$ cat src/rtl/bcd_stream_conv.sv
// -----------------------------------------------------------------------------
// bcd_stream_conv
//
// Streaming binary-to-BCD converter. It sits between a value generator and the
// seven-segment digit decoders. It takes one unsigned value per handshake and
// converts it with an iterative shift-and-add-3 (double-dabble) engine, one
// input bit per clock. It then holds six BCD digits, a per-digit leading-zero
// blank mask and an overflow flag until the consumer takes them. The
// generator's end-of-stream is forwarded once no value is pending.
//
// Parameters
//   WIDTH   input value width (1..32); also the number of conversion cycles
//   DIGITS  BCD digits presented on the output (6, one per HEX display)
//
// Ports
//   __clock        in   rising-edge clock
//   __reset        in   synchronous active-high reset, highest priority
//   __input_0      in   [WIDTH]     unsigned value from the generator
//   __input_valid  in   generator value valid
//   __input_ready  out  converter can accept a value (IDLE only)
//   __input_done   in   generator end-of-stream
//   __output_0     out  [4*DIGITS]  digit i on bits [4i+3:4i], digit 0 = LSD
//   __blank        out  [DIGITS]    bit i set when digit i is a leading zero
//   __overflow     out  value >= 10**DIGITS
//   __valid        out  output word valid (HOLD only)
//   __ready        in   consumer accepts the output word
//   __done         out  stream ended and nothing is pending
// -----------------------------------------------------------------------------
module bcd_stream_conv #(
    parameter int WIDTH  = 32,
    parameter int DIGITS = 6
) (
    input  logic                  __clock,
    input  logic                  __reset,
    input  logic [WIDTH-1:0]      __input_0,
    input  logic                  __input_valid,
    output logic                  __input_ready,
    input  logic                  __input_done,
    output logic [4*DIGITS-1:0]   __output_0,
    output logic [DIGITS-1:0]     __blank,
    output logic                  __overflow,
    output logic                  __valid,
    input  logic                  __ready,
    output logic                  __done
);

    // Ten BCD digits hold any 32-bit value (max 4294967295).
    localparam int ACC_DIGITS = 10;
    localparam int ACC_BITS   = 4 * ACC_DIGITS;
    localparam int OUT_BITS   = 4 * DIGITS;
    localparam logic [5:0] CNT_INIT = 6'(WIDTH);

    // Digit pattern shown by a converted zero: only digit 0 lit.
    localparam logic [DIGITS-1:0] BLANK_ZERO = {{(DIGITS-1){1'b1}}, 1'b0};

    typedef enum logic [1:0] {
        IDLE,
        CONVERT,
        HOLD
    } state_t;

    state_t                 state;
    logic [ACC_BITS-1:0]    acc;
    logic [WIDTH-1:0]       sr;
    logic [5:0]             cnt;
    logic                   src_done;

    logic                   ready_r;
    logic                   valid_r;
    logic [OUT_BITS-1:0]    digits_r;
    logic [DIGITS-1:0]      blank_r;
    logic                   overflow_r;

    // Next-step datapath values for one double-dabble iteration.
    logic [ACC_BITS-1:0]    acc_adj;
    logic [ACC_BITS-1:0]    acc_shift;
    logic [WIDTH-1:0]       sr_shift;

    // Output decode of the accumulator after the step in flight; only
    // registered on the final conversion cycle.
    logic [OUT_BITS-1:0]    digits_next;
    logic                   overflow_next;
    logic [DIGITS-1:0]      blank_next;
    logic                   upper_zero;

    // -------------------------------------------------------------------------
    // Double-dabble step: every digit >= 5 gets +3 (all in parallel), then the
    // concatenation {acc, sr} shifts left one bit, pulling the next input bit
    // (MSB first) into BCD digit 0.
    // -------------------------------------------------------------------------
    always_comb begin
        // NOTE: every variable gets a default before any conditional update so
        // no path leaves it unassigned; otherwise a latch is inferred.
        acc_adj = acc;
        for (int d = 0; d < ACC_DIGITS; d++) begin
            if (acc[4*d +: 4] >= 4'd5) begin
                acc_adj[4*d +: 4] = acc[4*d +: 4] + 4'd3;
            end
        end
        acc_shift = {acc_adj[ACC_BITS-2:0], sr[WIDTH-1]};
        sr_shift  = sr << 1;
    end

    // -------------------------------------------------------------------------
    // Output decode. Overflow covers any nonzero digit above the displayed
    // ones. A digit is blanked when it and every digit above it are zero. A
    // value that overflows shows all six low digits, so no digit is blanked.
    // Digit 0 is never blanked, so a zero value still shows "0".
    // -------------------------------------------------------------------------
    always_comb begin
        digits_next   = acc_shift[OUT_BITS-1:0];
        overflow_next = |acc_shift[ACC_BITS-1:OUT_BITS];
        blank_next    = '0;
        upper_zero    = 1'b1;
        for (int i = DIGITS - 1; i >= 0; i--) begin
            upper_zero    = upper_zero && (digits_next[4*i +: 4] == 4'd0);
            blank_next[i] = upper_zero && !overflow_next;
        end
        blank_next[0] = 1'b0;
    end

    // -------------------------------------------------------------------------
    // Control FSM with registered handshake outputs. Ready is high exactly in
    // IDLE and valid exactly in HOLD, so the two are never high together.
    // -------------------------------------------------------------------------
    always_ff @(posedge __clock) begin
        // NOTE: sequential state uses non-blocking assignments only, so every
        // register samples values from before the edge regardless of order.
        if (__reset) begin
            state      <= IDLE;
            acc        <= '0;
            sr         <= '0;
            cnt        <= '0;
            src_done   <= 1'b0;
            ready_r    <= 1'b1;
            valid_r    <= 1'b0;
            digits_r   <= '0;
            blank_r    <= BLANK_ZERO;
            overflow_r <= 1'b0;
        end else begin
            // End-of-stream is sticky; it may arrive in any state.
            if (__input_done) begin
                src_done <= 1'b1;
            end

            case (state)
                IDLE: begin
                    // ready_r is high throughout IDLE, so valid alone is the
                    // handshake.
                    if (__input_valid) begin
                        sr      <= __input_0;
                        acc     <= '0;
                        cnt     <= CNT_INIT;
                        ready_r <= 1'b0;
                        state   <= CONVERT;
                    end
                end

                CONVERT: begin
                    acc <= acc_shift;
                    sr  <= sr_shift;
                    cnt <= cnt - 6'd1;
                    // Last input bit is being shifted in: capture the decode
                    // of the final accumulator in the same edge.
                    if (cnt == 6'd1) begin
                        digits_r   <= digits_next;
                        blank_r    <= blank_next;
                        overflow_r <= overflow_next;
                        valid_r    <= 1'b1;
                        state      <= HOLD;
                    end
                end

                HOLD: begin
                    // No skid buffer: new input waits until IDLE.
                    if (__ready) begin
                        valid_r <= 1'b0;
                        ready_r <= 1'b1;
                        state   <= IDLE;
                    end
                end

                default: begin
                    valid_r <= 1'b0;
                    ready_r <= 1'b1;
                    state   <= IDLE;
                end
            endcase
        end
    end

    assign __input_ready = ready_r;
    assign __valid       = valid_r;
    assign __output_0    = digits_r;
    assign __blank       = blank_r;
    assign __overflow    = overflow_r;

    // A value offered alongside end-of-stream is still pending, so done waits
    // until the FSM is idle with nothing offered.
    assign __done = src_done && (state == IDLE) && !__input_valid;

endmodule

$ cat config.mk
export PLATFORM = sky130hd
export DESIGN_NAME = bcd_stream_conv
export DESIGN_NICKNAME = d
export VERILOG_FILES = /design/src/rtl/bcd_stream_conv.sv
export SDC_FILE = /design/constraint.sdc
export NUM_CORES = 1
export LEC_CHECK = 0
export ABC_AREA = 1
export CAP_MARGIN = 5
export CORE_MARGIN = 5
export CORE_UTILIZATION = 45
export DETAILED_ROUTE_END_ITERATION = 7
export GPL_TIMING_DRIVEN = 0
export HOLD_SLACK_MARGIN = 0.06
export PLACE_DENSITY = 0.71
export REMOVE_ABC_BUFFERS = 1
export SYNTH_ARGS = -nofsm -noshare
export SYNTH_HDL_FRONTEND = slang
export SYNTH_SLANG_ARGS = --single-unit
$ cat constraint.sdc
create_clock -name __clock -period 4.8 [get_ports __clock]
set_input_delay 0.96 -clock __clock [delete_from_list [all_inputs] [get_ports __clock]]
set_output_delay 0.96 -clock __clock [all_outputs]
set_load 0.005 [all_outputs]
==> summary.md, run 1 <==
| Metric | Value |
|---|---|
| Share of layout cells above drive strength 1 | `5.263%` |
| Row cnt | `40` |
| Least-Margin Pin Slew | `1266 ps` |
| FF+latch count, synth | `113` |
| Post-CTS Setup Bufs | `0` |
| P per Cell Area | `365.4 nW/um2` |
| Worst Reg-to-Reg Cells | `7` |
| Die Wd | `between 100 and 150 um` |
| Post-DRT Antenna Nets | `0` |
| Min-delay src | `src_done` |
| Core area | `12110 um2` |
| GRT Util Overall | `about 18%` |
| Tcrit/Tclk final | `66.14%` |
| Num ports | `71` |
| Maxcap violations | `0` |
| Slew Limit Fails | `0` |
| DPL Wire Length | `7.905 mm` |
| Post-CTS resize count | `0` |
| Largest net degree at the start of global routing | `86` |
| Synth cell types | `32` |
| Port buffer count | `a little under 70` |
| Non-Filler Instances | `1061` |
| Worst hold-check path type | `flip-flop to flip-flop` |
| CP arrival | `between 2000 and 2500 ps` |
| Routed len/inst | `11.91 um` |
| Top_reg_cell synth | `dfxtp_1` |
| Worst-path clk slew | `50 ps` |
| CTS tree | `built` |
| Fill cells | `1209` |
| Worst setup SP type | `input pin` |
| Launch point of the worst reg-to-reg path | `state[0]` |
| WP data required | `3840 ps` |
| Tot Pwr | `2.545 mW` |
| Yosys warns | `0` |
| RSZ-0062 raised after global routing | `no` |
| Async set or reset register ratio after synthesis | `0%` |
| First-pass GRT wire length | `21.00 mm` |
| Seq/Total Area, Yosys | `40.38%` |
| # hold bufs at CTS | `0` |
| Routed vias/inst | `slightly below 5` |
| Status | `finished, final reports clean` |
| Die area | `14780 um2` |
| Hold Path Stages | `2` |
| H-tree depth | `4` |
| Final Util | `57.50%` |
| Post-Synthesis Cells | `slightly above 800` |
| Commonest non-fill, non-tap cells in the layout | `241 x nand2_1, 124 x a21oi_1, 113 x dfxtp_1` |
| P&R area growth vs syn | `24.30%` |
| Peak supply drop | `0.0002265 V` |
| RR Endpoint | `sr[10]` |
| R2R Setup Slk | `2260 ps` |
| Clock root cell | `clkbuf_16` |
| Clk buf depth | `2` |
| Crit path max fanout | `2` |
| Die Ht | `approximately 120 um` |
| Initial Util | `46.26%` |
| ANT cells | `0` |
| Setup Total Neg Slack | `0 ps` |
| Setup Skew | `~6.4 ps` |
| Leak pwr | `2.905 nW` |
| CTS Buf Count | `17` |
| Cell Count Post-Placement | `1028` |
| Worst-skew pair later-pin latency | `roughly 420 ps` |
| Synth Area per Inst | `6.759 um2` |
| Mapped cell area | `5603 um2` |
| Initial DRC Count | `426` |
| Total clock sinks | `113` |
| TritonRoute pass-1 iters | `5` |
| Final setup vio count | `0` |
| WS Path Type | `input pin to primary output` |
| Slew HR | `15.46%` |
| Total congestion overflow | `0` |
| Total Nets Final | `939` |
| Min Tclk post-route | `3175 ps` |
| Overall routed net length | `12.64 mm` |
| Routability congestion estimate | `just under 0.9` |
| Fmax | `0.3150 GHz` |
| Post-synth EDFFs | `0` |
| Vias in the first global route | `about 4700` |
| Hold endpoint | `src_done` |
| Worst hold slack | `465.8 ps` |
| Setup crit end kind | `primary output` |
| Commonest non-fill, non-tap cell in the layout | `nand2_1` |
| CP startpoint | `__input_valid` |
| Final Hold Fails | `0` |
| Via count | `between 5000 and 6000` |
| DRC viols | `0` |
| Antenna violations before repair | `0` |
## per-layer routing
| layer | part of all wire [%] | vias up | track usage, % | routed length, um |
|---|---|---|---|---|
| li1 | - | 2794 | - | - |
| met1 | 47 | 2343 | 22.63 | 5967 |
| met2 | 45 | 112 | 27.22 | 5660 |
| met3 | 5.8 | 24 | 5.757 | 727 |
| met4 | 2.2 | 0 | 8.263 | 284 |
| met5 | 0 | - | 0 | 0 |
## where the power goes
group	leakage [nW]	internal (mW)	switching, mW
Clock	0.288	0.830	0.435
Combinational	1.70	0.109	0.163
Sequential	0.918	0.984	0.0234
Total	2.91	1.92	0.621
## sequential cells by signal, indices dropped and copies added, names as in the netlist, 2 cells and up
register,flops
cnt,6
__output_0,24
__blank,5
sr,32
state,2
acc,40
## worst max-delay path, cell delays in order
cell and delay (ps):
clkdlybuf4s50_1 460, inv_1 70, nand2_1 110, nor2_1 100, clkdlybuf4s50_1 500
## worst max-delay path by stage
stage	to	slack, ps
after floorplan	sr[10]	2430
after global placement	cnt[1]	-940
after detailed placement	__done	1640
after CTS	sr[10]	1620
after global routing	__done	1560
final	__done	1630
## kinds of logic (layout without fill, tap and decap cells)
| family | count (synthesis) | after routing | synth area share (%) |
|---|---|---|---|
| AOI/OAI and AO/OA | 186 | 186 | 17.17 |
| xor gates and xnor gates | 4 | 4 | 0.6252 |
| adders and majority gates | 22 | 22 | 4.913 |
| buffers and inverters | 112 | 176 | 8.285 |
| DFF | 113 | 113 | 40.38 |
| other | 1 | 1 | 0.06693 |
| and+or+nand+nor | 391 | 391 | 28.56 |
## synth_stat cells, types with 2 or more instances
| master | n | area, um2 |
|---|---|---|
| buf_2 | 20 | 100.1 |
| xor2_1 | 4 | 35.03 |
| nand3_2 | 3 | 30.03 |
| nand3_1 | 40 | 200.2 |
| nand2_1 | 241 | 904.6 |
| inv_1 | 69 | 259.0 |
| buf_4 | 5 | 37.54 |
| nor3_1 | 2 | 10.01 |
| a31oi_1 | 7 | 43.79 |
| dfxtp_1 | 113 | 2262 |
| o21a_1 | 2 | 15.01 |
| ha_1 | 22 | 275.3 |
| inv_2 | 4 | 15.01 |
| clkbuf_1 | 13 | 48.80 |
| o21ai_1 | 3 | 15.01 |
| a21oi_1 | 124 | 620.6 |
| nor2_1 | 85 | 319.1 |
| o21ai_0 | 42 | 210.2 |
| nand4_1 | 11 | 68.82 |
| o22ai_1 | 4 | 25.02 |
| nand2_2 | 3 | 18.77 |
| nor2_2 | 2 | 12.51 |
## per-stage QoR
stage	setup WS, ps	instance area (um2)
6_report	1625	6964
5_1_grt	1559	6964
4_1_cts	1623	6937
3_5_place_dp	1639	6334
3_3_place_gp	-942.4	6314
2_1_floorplan	2430	5413
## final cells by class
class / instances / area (um2) / share of cell area (%)
tap: 168 / 210.2 / 3.018
clock buffer: 24 / 501.7 / 7.204
timing repair buffer: 71 / 735.7 / 10.56
clock inverter: 8 / 101.3 / 1.455
multi-input combinational: 604 / 2877 / 41.30
inverter: 73 / 276.5 / 3.971
sequential: 113 / 2262 / 32.48
No activity file was read; power rests on OpenSTA's default activity.
==> inputs of run 2 (changes only) <==
==> constraint.sdc (replaced) <==
create_clock -name __clock -period 3.3 [get_ports __clock]
set_input_delay 0.66 -clock __clock [delete_from_list [all_inputs] [get_ports __clock]]
set_output_delay 0.66 -clock __clock [all_outputs]
set_load 0.005 [all_outputs]
==> results of run 2 <==
The final DEF is identical to that of run 1. Status: finished, final reports clean.
Main changes from that run: setup slack after placement 1639 ps -> 146.4 ps; setup slack after layout 1625 ps -> 725.3 ps; register-to-register setup slack 2260 ps -> 760 ps; total power 2.545 mW -> 3.701 mW; worst IR drop on VDD 0.0002265 V -> 0.0003294 V
==> inputs of run 3 (changes only) <==
==> constraint.sdc (replaced) <==
create_clock -name __clock -period 2.7 [get_ports __clock]
set_input_delay 0.54 -clock __clock [delete_from_list [all_inputs] [get_ports __clock]]
set_output_delay 0.54 -clock __clock [all_outputs]
set_load 0.005 [all_outputs]
==> summary.md, run 3 (synthesis gave the netlist of run 1 again) <==
| Metric | Value |
|---|---|
| Place WS | `-453.6 ps` |
| Initial Util | `46.26% (unchanged)` |
| Maxcap violations | `0 (unchanged)` |
| Leak pwr | `2.892 nW (-0.45%)` |
| Worst-path clk slew | `50 ps (about the same)` |
| PnR worst setup slack | `314.8 ps` |
| Final Hold Fails | `0 (unchanged)` |
| CP max stage cell | `clkinv_2` |
| Die Wd | `121.6 um (unchanged)` |
| Setup Skew | `7.819 ps (+1.383 ps)` |
| Die area | `14780 um2 (unchanged)` |
| Slew Limit Fails | `0 (unchanged)` |
| Share of layout cells above drive strength 1 | `5.269% (+0.0059 points)` |
| ANT cells | `0 (unchanged)` |
| Clk buf depth | `2 (unchanged)` |
| Total Nets Final | `938 (-0.11%)` |
| Overall routed net length | `12.63 mm (about the same)` |
| Die Ht | `121.6 um (unchanged)` |
| GRT Util Overall | `17.74% (about the same)` |
| WS Path Type | `flip-flop to flip-flop` |
| Worst setup SP type | `flip-flop` |
| Worst hold-check path type | `flip-flop to flip-flop` |
| Post-CTS Setup Bufs | `0 (unchanged)` |
| Slew HR | `38.50% (+23 points)` |
| Total clock sinks | `113 (unchanged)` |
| Min Tclk post-route | `2385 ps` |
| P&R area growth vs syn | `24.01%` |
| Crit path max fanout | `42 (+40)` |
| Core area | `12110 um2 (unchanged)` |
| TritonRoute pass-1 iters | `5 (unchanged)` |
| Non-Filler Instances | `1060 (-0.094%)` |
| WP data required | `about 3000 ps` |
| Delay-heaviest family, CP | `simple AND/OR/NAND/NOR gates` |
| P per Cell Area | `650.7 nW/um2` |
| Cell Count Post-Placement | `1028 (unchanged)` |
| Setup crit end kind | `flip-flop` |
| Fmax | `between 0.4 and 0.5 GHz` |
| Vias in the first global route | `4661 (+0.13%)` |
| Initial DRC Count | `415 (-2.6%)` |
| First-pass GRT wire length | `21.01 mm (about the same)` |
| Routed vias/inst | `4.976 (+0.13%)` |
| Final setup vio count | `0 (unchanged)` |
| Routed len/inst | `11.92 um (about the same)` |
| Cell breakdown of the critical path | `inv_1 -> nand2_4 -> nor2_1 -> nand2_2 -> clkinv_2 -> o21ai_0 -> a31oi_1` |
| Buf+Inv Stages, Crit Path | `2 (-1)` |
| DPL Wire Length | `7.905 mm (unchanged)` |
| Clock root cell | `clkbuf_16` |
| # hold bufs at CTS | `0 (unchanged)` |
| Num ports | `71 (unchanged)` |
| Fill cells | `1205 (-0.33%)` |
| Antenna violations before repair | `0 (unchanged)` |
| Routability congestion estimate | `0.8666 (unchanged)` |
| Least-Margin Pin Slew | `922.5 ps (-343.7 ps)` |
| Peak supply drop | `0.0004031 V` |
| Total congestion overflow | `0 (unchanged)` |
| Via count | `5275 (+0.038%)` |
| H-tree depth | `4 (unchanged)` |
| RSZ-0062 raised after global routing | `no` |
| Commonest non-fill, non-tap cells in the layout | `240 x nand2_1, 124 x a21oi_1, 113 x dfxtp_1` |
| Status | `finished, final reports clean` |
| Tcrit/Tclk final | `between 80% and 90%` |
| Port buffer count | `69 (unchanged)` |
| Post-DRT Antenna Nets | `0 (unchanged)` |
| Slowest stage delay, CP | `530 ps (+30 ps)` |
| Largest net degree at the start of global routing | `86 (unchanged)` |
| Commonest non-fill, non-tap cell in the layout | `nand2_1` |
| CP arrival | `2670 ps` |
| Register with the most flip-flops | `acc` |
| Row cnt | `40 (unchanged)` |
| CTS Buf Count | `17 (unchanged)` |
| CTS tree | `built` |
| Worst-skew pair later-pin latency | `420 ps (about the same)` |
| Largest register FFs | `40 (unchanged)` |
| DRC viols | `0 (unchanged)` |
==> run 3: cell count changes in the layout (fill, tap and decap cells not counted) <==
cell and delta:
clkinv_2 +1, inv_2 -2, inv_4 +1, nand2_1 -1, buf_16 -1, nand2_4 +1
==> run 3: cell type report <==
cell class,instances,area [um2],area share [%]
Timing Repair Buffer,70,708.2,10.19
Clock buffer,24,501.7,7.221
Sequential cell,113,2262,32.56
Clock inverter,8,101.3,1.459
Multi-Input combinational cell,604,2884,41.51
Tap cell,168,210.2,3.025
Inverter,73,280.3,4.034
==> run 3: what timing repair did <==
item                       CTS  global route
pin swaps                    0             0
resized for setup            2             2
setup endpoints to repair  102            21
hold endpoints to repair     0             0
==> run 3: path summary, 6_finish.rpt <==
check	to	start	slack, ps	cells past startpoint
max reg2reg	__output_0[10]	state[1]	310	7
min	src_done	src_done	470	2
min reg2reg	src_done	src_done	470	2
max	__output_0[10]	state[1]	310	7
==> run 3: tightest hold or removal path, cell delays in order (launching register included) <==
cell and delay, ps:
dfxtp_1 320, nor2_1 50, nor2_1 60
==> run 3: through the flow <==
stage / total power [mW] / utilization [%] / cell area [um2] / hold WS [ps] / TNS (ps)
6_report: 4.521 / 57.37 / 6948 / 465.8 / 0
5_1_grt: 4.695 / 57.37 / 6948 / 491.9 / 0
4_1_cts: 4.552 / 57.31 / 6942 / 466.5 / 0
3_5_place_dp: 2.301 / 52.29 / 6334 / 452.9 / -27470
3_3_place_gp: 2.292 / 52.13 / 6314 / 448.2 / -150020
2_1_floorplan: 2.089 / - / 5413 / 434.8 / 0
==> run 3: layer usage <==
layer  up-vias  global-route usage, %  routed length [um]  share of wire [%]
met4         0                  8.263                 267                2.1
met2       114                  27.25                5698                 45
met1      2348                  22.63                5942                 47
li1       2791                      -                   -                  -
met5         -                      0                   0                  0
met3        22                  5.757                 725                5.7
==> run 3: report_power, final <==
part	switching, mW	internal, mW	total [mW]
logic	0.290	0.187	0.477
clock network	0.777	1.48	2.25
registers	0.0427	1.75	1.79
